--- config.mk ---
export PLATFORM = sky130hd
export DESIGN_NAME = estacionamiento_multicarril
export DESIGN_NICKNAME = d
export VERILOG_FILES = /design/src/rtl/estacionamiento_multicarril.sv
export SDC_FILE = /design/constraint.sdc
export NUM_CORES = 1
export LEC_CHECK = 0
export ABC_CLOCK_PERIOD_IN_PS = 7600
export CORE_MARGIN = 8
export CORE_UTILIZATION = 50
export DETAILED_ROUTE_END_ITERATION = 10
export MAX_ROUTING_LAYER = met4
export PLACE_DENSITY = 0.67
export REMOVE_ABC_BUFFERS = 1
export SLEW_MARGIN = 20
export SYNTH_ARGS = -nofsm -noshare
export SYNTH_HDL_FRONTEND = slang
export SYNTH_HIERARCHICAL = 1
export SYNTH_SLANG_ARGS = --single-unit
export TNS_END_PERCENT = 30
--- constraint.sdc ---
create_clock -name CLK -period 7.6 [get_ports CLK]
set_input_delay 1.14 -clock CLK [delete_from_list [all_inputs] [get_ports CLK]]
set_output_delay 1.14 -clock CLK [all_outputs]
set_load 0.05 [all_outputs]
--- src/rtl/estacionamiento_multicarril.sv ---
// Multi-lane parking controller: per-lane sync/debounce/direction FSM feeding a shared saturating counter.
// Build option: define ESTAC_RECHAZO_EN to add REJECT[LANES] and refuse entries beyond CAPACITY.

module estac_carril #(
  parameter int DEB_CYCLES = 240000,
  parameter int ACTIVE_LOW = 1
) (
  input  logic CLK,
  input  logic RST_N,
  input  logic sens_a,
  input  logic sens_b,
  output logic fire_ent,
  output logic fire_exit,
  output logic err_ev
);
  localparam int CW = $clog2(DEB_CYCLES + 1);

  typedef enum logic [2:0] {IDLE, E1, E2, E3, X1, X2, X3} st_t;
  st_t st;

  logic [1:0] raw, s1, s2, lvl;
  logic [1:0][CW-1:0] cnt;
  logic [1:0] xy;

  assign raw = {sens_a, sens_b} ^ {2{ACTIVE_LOW != 0}};
  // exit states reuse the entry table with a and b swapped
  assign xy  = {lvl[0], lvl[1]};

  always_ff @(posedge CLK) begin
    if (!RST_N) begin
      s1  <= '0;
      s2  <= '0;
      lvl <= '0;
      cnt <= '0;
    end else begin
      s1 <= raw;
      s2 <= s1;
      for (int i = 0; i < 2; i++) begin
        if (s2[i] == lvl[i]) cnt[i] <= '0;
        else if (cnt[i] == CW'(DEB_CYCLES - 1)) begin
          lvl[i] <= s2[i];
          cnt[i] <= '0;
        end else cnt[i] <= cnt[i] + 1'b1;
      end
    end
  end

  always_ff @(posedge CLK) begin
    if (!RST_N) st <= IDLE;
    else begin
      case (st)
        IDLE: if (lvl == 2'b10) st <= E1; else if (lvl == 2'b01) st <= X1;
        E1:   if (lvl == 2'b11) st <= E2; else if (lvl != 2'b10) st <= IDLE;
        E2:   if (lvl == 2'b01) st <= E3; else if (lvl == 2'b10) st <= E1;
              else if (lvl == 2'b00) st <= IDLE;
        E3:   if (lvl == 2'b11) st <= E2; else if (lvl != 2'b01) st <= IDLE;
        X1:   if (xy == 2'b11) st <= X2; else if (xy != 2'b10) st <= IDLE;
        X2:   if (xy == 2'b01) st <= X3; else if (xy == 2'b10) st <= X1;
              else if (xy == 2'b00) st <= IDLE;
        X3:   if (xy == 2'b11) st <= X2; else if (xy != 2'b01) st <= IDLE;
        default: st <= IDLE;
      endcase
    end
  end

  assign fire_ent  = (st == E3) && (lvl == 2'b00);
  assign fire_exit = (st == X3) && (lvl == 2'b00);
  assign err_ev = ((st == IDLE) && (lvl == 2'b11)) ||
                  ((st == E1) && (lvl == 2'b01)) || ((st == X1) && (xy == 2'b01)) ||
                  ((st == E2) && (lvl == 2'b00)) || ((st == X2) && (xy == 2'b00)) ||
                  ((st == E3) && (lvl == 2'b10)) || ((st == X3) && (xy == 2'b10));
endmodule

module estacionamiento_multicarril #(
  parameter int LANES      = 2,
  parameter int CAPACITY   = 7,
  parameter int CNT_W      = 3,
  parameter int DEB_CYCLES = 240000,
  parameter int ACTIVE_LOW = 1
) (
  input  logic             CLK,
  input  logic             RST_N,
  input  logic [LANES-1:0] SENS_A,
  input  logic [LANES-1:0] SENS_B,
  output logic [CNT_W-1:0] COUNT,
  output logic             FULL,
  output logic             EMPTY,
  output logic [LANES-1:0] ENTER_PULSE,
  output logic [LANES-1:0] EXIT_PULSE,
`ifdef ESTAC_RECHAZO_EN
  output logic [LANES-1:0] REJECT,
`endif
  output logic             ERR
);
  localparam int SW = CNT_W + 4;
  localparam logic signed [SW-1:0] CAP_S = SW'(CAPACITY);

  logic [LANES-1:0] fire_ent, fire_exit, err_ev, ent_ok;
  logic signed [SW-1:0] sum;
  logic [CNT_W-1:0] cnt_nxt;
  logic sat;

  estac_carril #(.DEB_CYCLES(DEB_CYCLES), .ACTIVE_LOW(ACTIVE_LOW)) u_lane [LANES-1:0] (
    .CLK(CLK), .RST_N(RST_N), .sens_a(SENS_A), .sens_b(SENS_B),
    .fire_ent(fire_ent), .fire_exit(fire_exit), .err_ev(err_ev)
  );

`ifdef ESTAC_RECHAZO_EN
  logic signed [SW-1:0] room;
  // entries claim the space left after this cycle's exits, lowest lane first
  always_comb begin
    ent_ok = '0;
    room   = $signed({4'b0, COUNT});
    for (int l = 0; l < LANES; l++) room = room - SW'(fire_exit[l]);
    for (int l = 0; l < LANES; l++)
      if (fire_ent[l] && (room < CAP_S)) begin
        ent_ok[l] = 1'b1;
        room      = room + SW'(1);
      end
  end
`else
  assign ent_ok = fire_ent;
`endif

  always_comb begin
    sum = $signed({4'b0, COUNT});
    for (int l = 0; l < LANES; l++) sum = sum + SW'(ent_ok[l]) - SW'(fire_exit[l]);
    sat     = 1'b0;
    cnt_nxt = sum[CNT_W-1:0];
    if (sum[SW-1]) begin
      sat     = 1'b1;
      cnt_nxt = '0;
    end else if (sum > CAP_S) begin
      sat     = 1'b1;
      cnt_nxt = CNT_W'(CAPACITY);
    end
  end

  always_ff @(posedge CLK) begin
    if (!RST_N) begin
      COUNT       <= '0;
      ENTER_PULSE <= '0;
      EXIT_PULSE  <= '0;
      ERR         <= 1'b0;
`ifdef ESTAC_RECHAZO_EN
      REJECT      <= '0;
`endif
    end else begin
      COUNT       <= cnt_nxt;
      ENTER_PULSE <= ent_ok;
      EXIT_PULSE  <= fire_exit;
      ERR         <= ERR | (|err_ev) | sat;
`ifdef ESTAC_RECHAZO_EN
      REJECT      <= fire_ent & ~ent_ok;
`endif
    end
  end

  assign FULL  = (COUNT == CNT_W'(CAPACITY));
  assign EMPTY = (COUNT == '0);
endmodule

# --- Yosys cells after proc, flatten, opt, wreduce, memory -nomap -nowiden ---
# Cells that the tools add are included.
word_totals:
  ff_bits: 98
  latch_bits: 0
  ram_bits: 0
  rom_bits: 0
  inputBits: 6
  out_inout_bits: 10
  word_cells: 177
  mem_count: 0
classes:
  add_sub_neg: 8
  multipliers: 0
  n_div: 0
  magnitude_cmp: 1
  eq_ne: 55
  shift: 0
  mux: 37
  bitwise: 9
  reduce_logical: 49
ops:
  columns: ["cell", "count"]
  rows:
  - ["$mux 3", 33]
  - ["$add 18x1->18 const B", 4]
  - ["$eq 18x18->1 const B", 4]
  - ["$pmux 3 s7", 2]
  - ["$ne 3x1->1 const B", 10]
  - ["$eq 3x3->1 const B", 7]
  - ["$logic_and 1x1->1", 18]
  - ["$eq 2x2->1 const B", 8]
  - ["$ne 4x1->1 const B", 4]
  - ["$reduce_and 7->1", 2]
  - ["$eq 3x2->1 const B", 4]
  - ["$logic_or 1x1->1", 12]
  - ["$reduce_or 3->1", 4]
  - ["$logic_not 3->1", 3]
  - ["$eq 2x1->1 const B", 4]
  - ["$logic_not 2->1", 4]
  - ["$ne 2x1->1 const B", 4]
  - ["$ne 2x2->1 const B", 4]
  - ["$reduce_and 2->1", 4]
  - ["$gt 7x4->1 const B", 1]
  - ["$sub 6x2->7", 1]
  - ["$add 5x2->6", 1]
  - ["$eq 3x1->1 const B", 2]
  - ["$not 1->1", 5]
  - ["7 further kinds", 14]

# --- Logic depth before layout (Yosys ltp) ---
logic_depth:
  depth_word: 11
  depth_mapped: 17
  ltp_nobuf: 17

# --- Hierarchy ---
# Netlist, hierarchy kept.
modules_own_cells:
  columns: ["module", "instances", "cells_each", "area_each_um2", "seq_area_each_um2"]
  rows:
  - ["estac_carril (u_lane[1])", 1, 251, 2233.4, 900.9]
  - ["estac_carril (u_lane[0])", 1, 257, 2223.4, 900.9]
  - ["estacionamiento_multicarril", 1, 76, 705.7, 160.2]

# --- Worst setup path before layout ---
# OpenSTA, ideal clock, no wires.
synth_timing:
  path_type: "register to register"
  startpoint: "register u_lane[0].st[1]"
  endpoint: "register ERR"
  setup_ps: 143
  arrival_ps: 3363
  required_time_ps: 7457
  setup_slack_ps: 4094
  path_stages_with_launch: 16
  path_buffers: 1
  synth_period_minus_slack_ps: 3506
  cell_sequence: "dfxtp_1 buf_1 nand2_1 nor2_1 inv_1 ha_1 inv_1 ha_1 fa_1 xnor2_1 inv_1 ha_1 a21oi_1 or4b_1 a31oi_2 a41oi_1"
synth_via:
  elab_cells_between_ends: 32
  classes_between: "add/sub: 4; order compare: 1; eq/ne: 6; mux: 2; bitwise: 2; reduce/logical: 17"
synth_lines:
  columns: ["item", "line", "source"]
  rows:
  - ["start, declared", "19", "st_t st;"]
  - ["start signal, assigned", "49", "if (!RST_N) st <= IDLE;"]
  - ["start signal, assigned", "52", "IDLE: if (lvl == 2'b10) st <= E1; else if (lvl == 2'b01) st <= X1;"]
  - ["start signal, assigned", "53", "E1: if (lvl == 2'b11) st <= E2; else if (lvl != 2'b10) st <= IDLE;"]
  - ["$eq 3x2->1 *", "66", "assign fire_ent = (st == E3) && (lvl == 2'b00);"]
  - ["$logic_and 1x1->1 *", "66", null]
  - ["net ent_ok[0]", "98", "logic [LANES-1:0] fire_ent, fire_exit, err_ev, ent_ok;"]
  - ["$add 3x1->4 *", "127", "for (int l = 0; l < LANES; l++) sum = sum + SW'(ent_ok[l]) - SW'(fire_exit[l]);"]
  - ["$sub 4x1->5 *", "127", null]
  - ["$add 5x2->6 *", "127", null]
  - ["$sub 6x2->7 *", "127", null]
  - ["$gt 7x4->1", "133", "end else if (sum > CAP_S) begin"]
  - ["$mux 1", "133", null]
  - ["$mux 1 *", "130", "if (sum[SW-1]) begin"]
  - ["$or 1x1->1 *", "152", "ERR <= ERR | (|err_ev) | sat;"]
  - ["end signal, assigned", "152", null]
  - ["end, declared", "93", "output logic ERR"]
# The timed path passes the listed nets; every way through them passes the cells marked *.
# A chain may end at the register's enable or synchronous reset.

# --- Worst setup path after layout ---
layout_timing:
  startpoint: "register u_lane[0].lvl[1]"
  endpoint: "register ERR"
layout_via:
  elab_cells_between_ends: 32
  classes_between: "add/sub: 4; order compare: 1; eq/ne: 5; mux: 2; bitwise: 2; reduce/logical: 18"
layout_lines:
  columns: ["item", "line", "source"]
  rows:
  - ["start, declared", "21", "logic [1:0] raw, s1, s2, lvl;"]
  - ["start signal, assigned by index", "41", "lvl[i] <= s2[i];"]
  - ["$logic_not 2->1 *", "66", null]
  - ["$logic_and 1x1->1 *", "66", null]
  - ["net ent_ok[0]", "98", null]
  - ["$add 3x1->4 *", "127", null]
  - ["$sub 4x1->5 *", "127", null]
  - ["$add 5x2->6 *", "127", null]
  - ["$sub 6x2->7 *", "127", null]
  - ["$gt 7x4->1", "133", null]
  - ["$mux 1", "133", null]
  - ["$mux 1 *", "130", null]
  - ["$or 1x1->1 *", "152", null]
# Marks and branches as above.

==> metrics <==
met2 wire length=4550 um; Hold Violations, Final=0; H-tree depth=3; Die Width=118 um; CP max stage delay=0.54 ns; Tmin final=3.80 ns; top-count cell post-synth=dfxtp_1; Post-synth EDFFs=0; ratio of cells with drive above 1 in the final layout=5.84%; Synth Instances=584; simple-gate share of the synthesized area=26.5%; Critical Path, Cell by Cell=inv_1 -> ha_1 -> nand2_1 -> nor2_1 -> inv_1 -> ha_1 -> inv_1 -> ha_1 -> fa_1 -> xnor2_1 -> inv_1 -> ha_1 -> a21oi_1 -> or4b_1 -> a31oi_2 -> a41oi_1; critical path capture point type=flip-flop; mapped cell area=5160 um^2; CTS buffer count=9; WS Path Type=flip-flop to flip-flop; ANT nets after route=0; RD Place Congestion=0.847; die height=118 um; clock sinks=98; worst skew pair latency=0.36 ns; Pwr per Cell Area=243 nW/um^2; worst hold path class=flip-flop to flip-flop; main flop type after synthesis=dfxtp_1; Max Used Layer=met4; FMAX=263 MHz; row cnt=37; wire per inst=12.8 um; nets=627; IR drop worst, VDD=0.000202 V; commonest cells in the netlist=dfxtp_1 (98), nor2_1 (93), xnor2_1 (53); Core Util, Final=55.1%; Worst EP arrival=4.02 ns; largest family of logic cells by synthesized area=simple AND/OR/NAND/NOR gates; total gr overflow=0; outcome=finished clean; Port Buf Inserts=15; Ports=16; CTS tree=built; syn avg cell area=8.84 um^2; Netlist cell types=64; vias per cell=5.39; Slew Viols, Final=0; Worst-Margin Slew=0.730 ns; worst hold stages=1; max_slew headroom=51.3%; Slowest-stage cell, CP=or4b_1; placed insts=719; Async SR Flop Fraction=0%; DR WL met3=248 um; Post-Synth Adder-Cell Area=6.83%; r2r worst-path depth=16; die footprint=13,800 um^2; Antenna Cells=0; number of hold buffers added after CTS=0; CTS root buf=clkbuf_8; Starting Density=50.7%; Worst EP required=7.82 ns; clock tree buffer depth=2; cts repair resizes=0; placed cell area=5420 um^2; XOR/XNOR share of the synthesized area=12.0%; post-route design area=5610 um^2; setup TNS=0 ns; hold path start=u_lane[0]/s1[1]; yosys warns=6; leading area contributor after synthesis=dfxtp_1; Synth-to-Final Area Change=8.70%; R2R Path Start=u_lane[0]/lvl[1]; Setup Skew=0.0131 ns; largest net degree at the start of global routing=29; peak fanout along the critical path=5; Yosys top cell area share=38.0%; vias=3,964; Post-DP HPWL=6710 um; Setup Buffers After CTS=0; max cap viols=0; unrepaired setup endpoints after global routing=false; Seq/Total Area, Yosys=38.0%; Critical path origin=u_lane[0]/lvl[1]; drt first pass iters=4; share of synthesized area spent on multiplexers=2.76%; first-pass GRT wire length=17,000 um; Leakage=1.80 nW; Residual DRC=0; total global-route track usage=14.5%; final cell count without fillers=735; wl on met1=4460 um; startpoint types=flip-flop; vias in the first global route=3,921; Core ar.=10,200 um^2; filler cell count=942; initial antenna violation count=0; Area contributors post-synth=dfxtp_1 (38%), xnor2_1 (9.0%), nor2_1 (6.8%); Tcrit/Tclk final=50.0%; post-synthesis register bit count=98; starting DRC count in detailed routing=207; final wirelength=9380 um; Compound-Gate Fraction of Synth Area=9.43%; Finish-stage setup viols=0; Clk pin slew, worst setup/hold paths=0.10 ns
-- cell usage in the layout, fill, tap and decap left out, types with 4 or more instances in the layout --
| master | n |
|---|---|
| or3_1 | 5 |
| nor2_1 | 93 |
| nor3_1 | 21 |
| and2_1 | 10 |
| o21a_1 | 4 |
| nand4_1 | 18 |
| and3_1 | 4 |
| clkdlybuf4s50_1 | 15 |
| xor2_1 | 18 |
| nand3_1 | 19 |
| inv_1 | 38 |
| dfxtp_1 | 98 |
| nor4_1 | 17 |
| ha_1 | 25 |
| clkbuf_8 | 11 |
| or4_4 | 4 |
| xnor2_1 | 53 |
| nand2_1 | 32 |
| mux2i_1 | 12 |
| a21oi_1 | 12 |
| nand2b_1 | 10 |
| o21ai_0 | 8 |
-- where the power goes --
part | internal, W | switching, W
Combinational | 0.000207 | 0.000283
Sequential | 0.000528 | 0.0000167
Clock | 0.000142 | 0.000184
-- worst paths after layout --
path | to | slack, ns
setup / recovery | ERR | 3.80
hold / removal | u_lane[0]/s2[1] | 0.44
setup reg to reg | ERR | 3.80
hold reg to reg | u_lane[0]/s2[1] | 0.44
-- stage by stage --
stage	hold slack, ns	total power (W)	worst slack [ns]
final	0.439	0.00136	3.80
after floorplan	0.412	0.000946	4.15
after global routing	0.457	0.00145	3.53
after detailed placement	0.419	0.00105	3.82
after global placement	0.417	0.00103	3.95
after CTS	0.442	0.00138	3.79
-- state kept, by name, summed over array words and instances (netlist names) --
signal and count:
EXIT_PULSE 2, u_lane/st 6, ENTER_PULSE 2, u_lane/cnt 72, u_lane/lvl 4, u_lane/s2 4, u_lane/s1 4, COUNT 3
ERR 1
-- kinds of logic (layout without fill, tap and decap cells) --
logic type	count (synthesis)	in the layout
buf+inv	55	70
compound gates	61	61
xor+xnor	71	71
mux	13	13
flops	98	98
simple gates	259	259
fa+ha+maj	27	27
-- routing by layer --
metal,vias to the layer above,track usage (%)
met3,13,3.26
met5,-,-
li1,2053,-
met1,1852,16.7
met2,46,24.4
met4,0,4.88
-- final cells by class --
cell class                 count  area (um^2)  share of cell area [%]
multi-input combinational    431         2980                    53.2
sequential                    98         1960                    35.0
tap                          136          170                    3.03
timing repair buffer          16          158                    2.81
clock buffer                  11          151                    2.70
inverter                      38          143                    2.54
clock inverter                 5         45.0                   0.803
-- worst max-delay path, delay by kind of cell, from the launching register on --
kind / cells / cell delay (ns)
adder cells (fa/ha/maj): 5 / 1.51
AND/OR/NAND/NOR: 3 / 0.76
AO/OA/AOI/OAI: 3 / 0.50
flip-flops: 1 / 0.37
buffers and inverters: 4 / 0.29
XOR/XNOR: 1 / 0.24
Note: power is estimated with default switching activity, not from simulation.
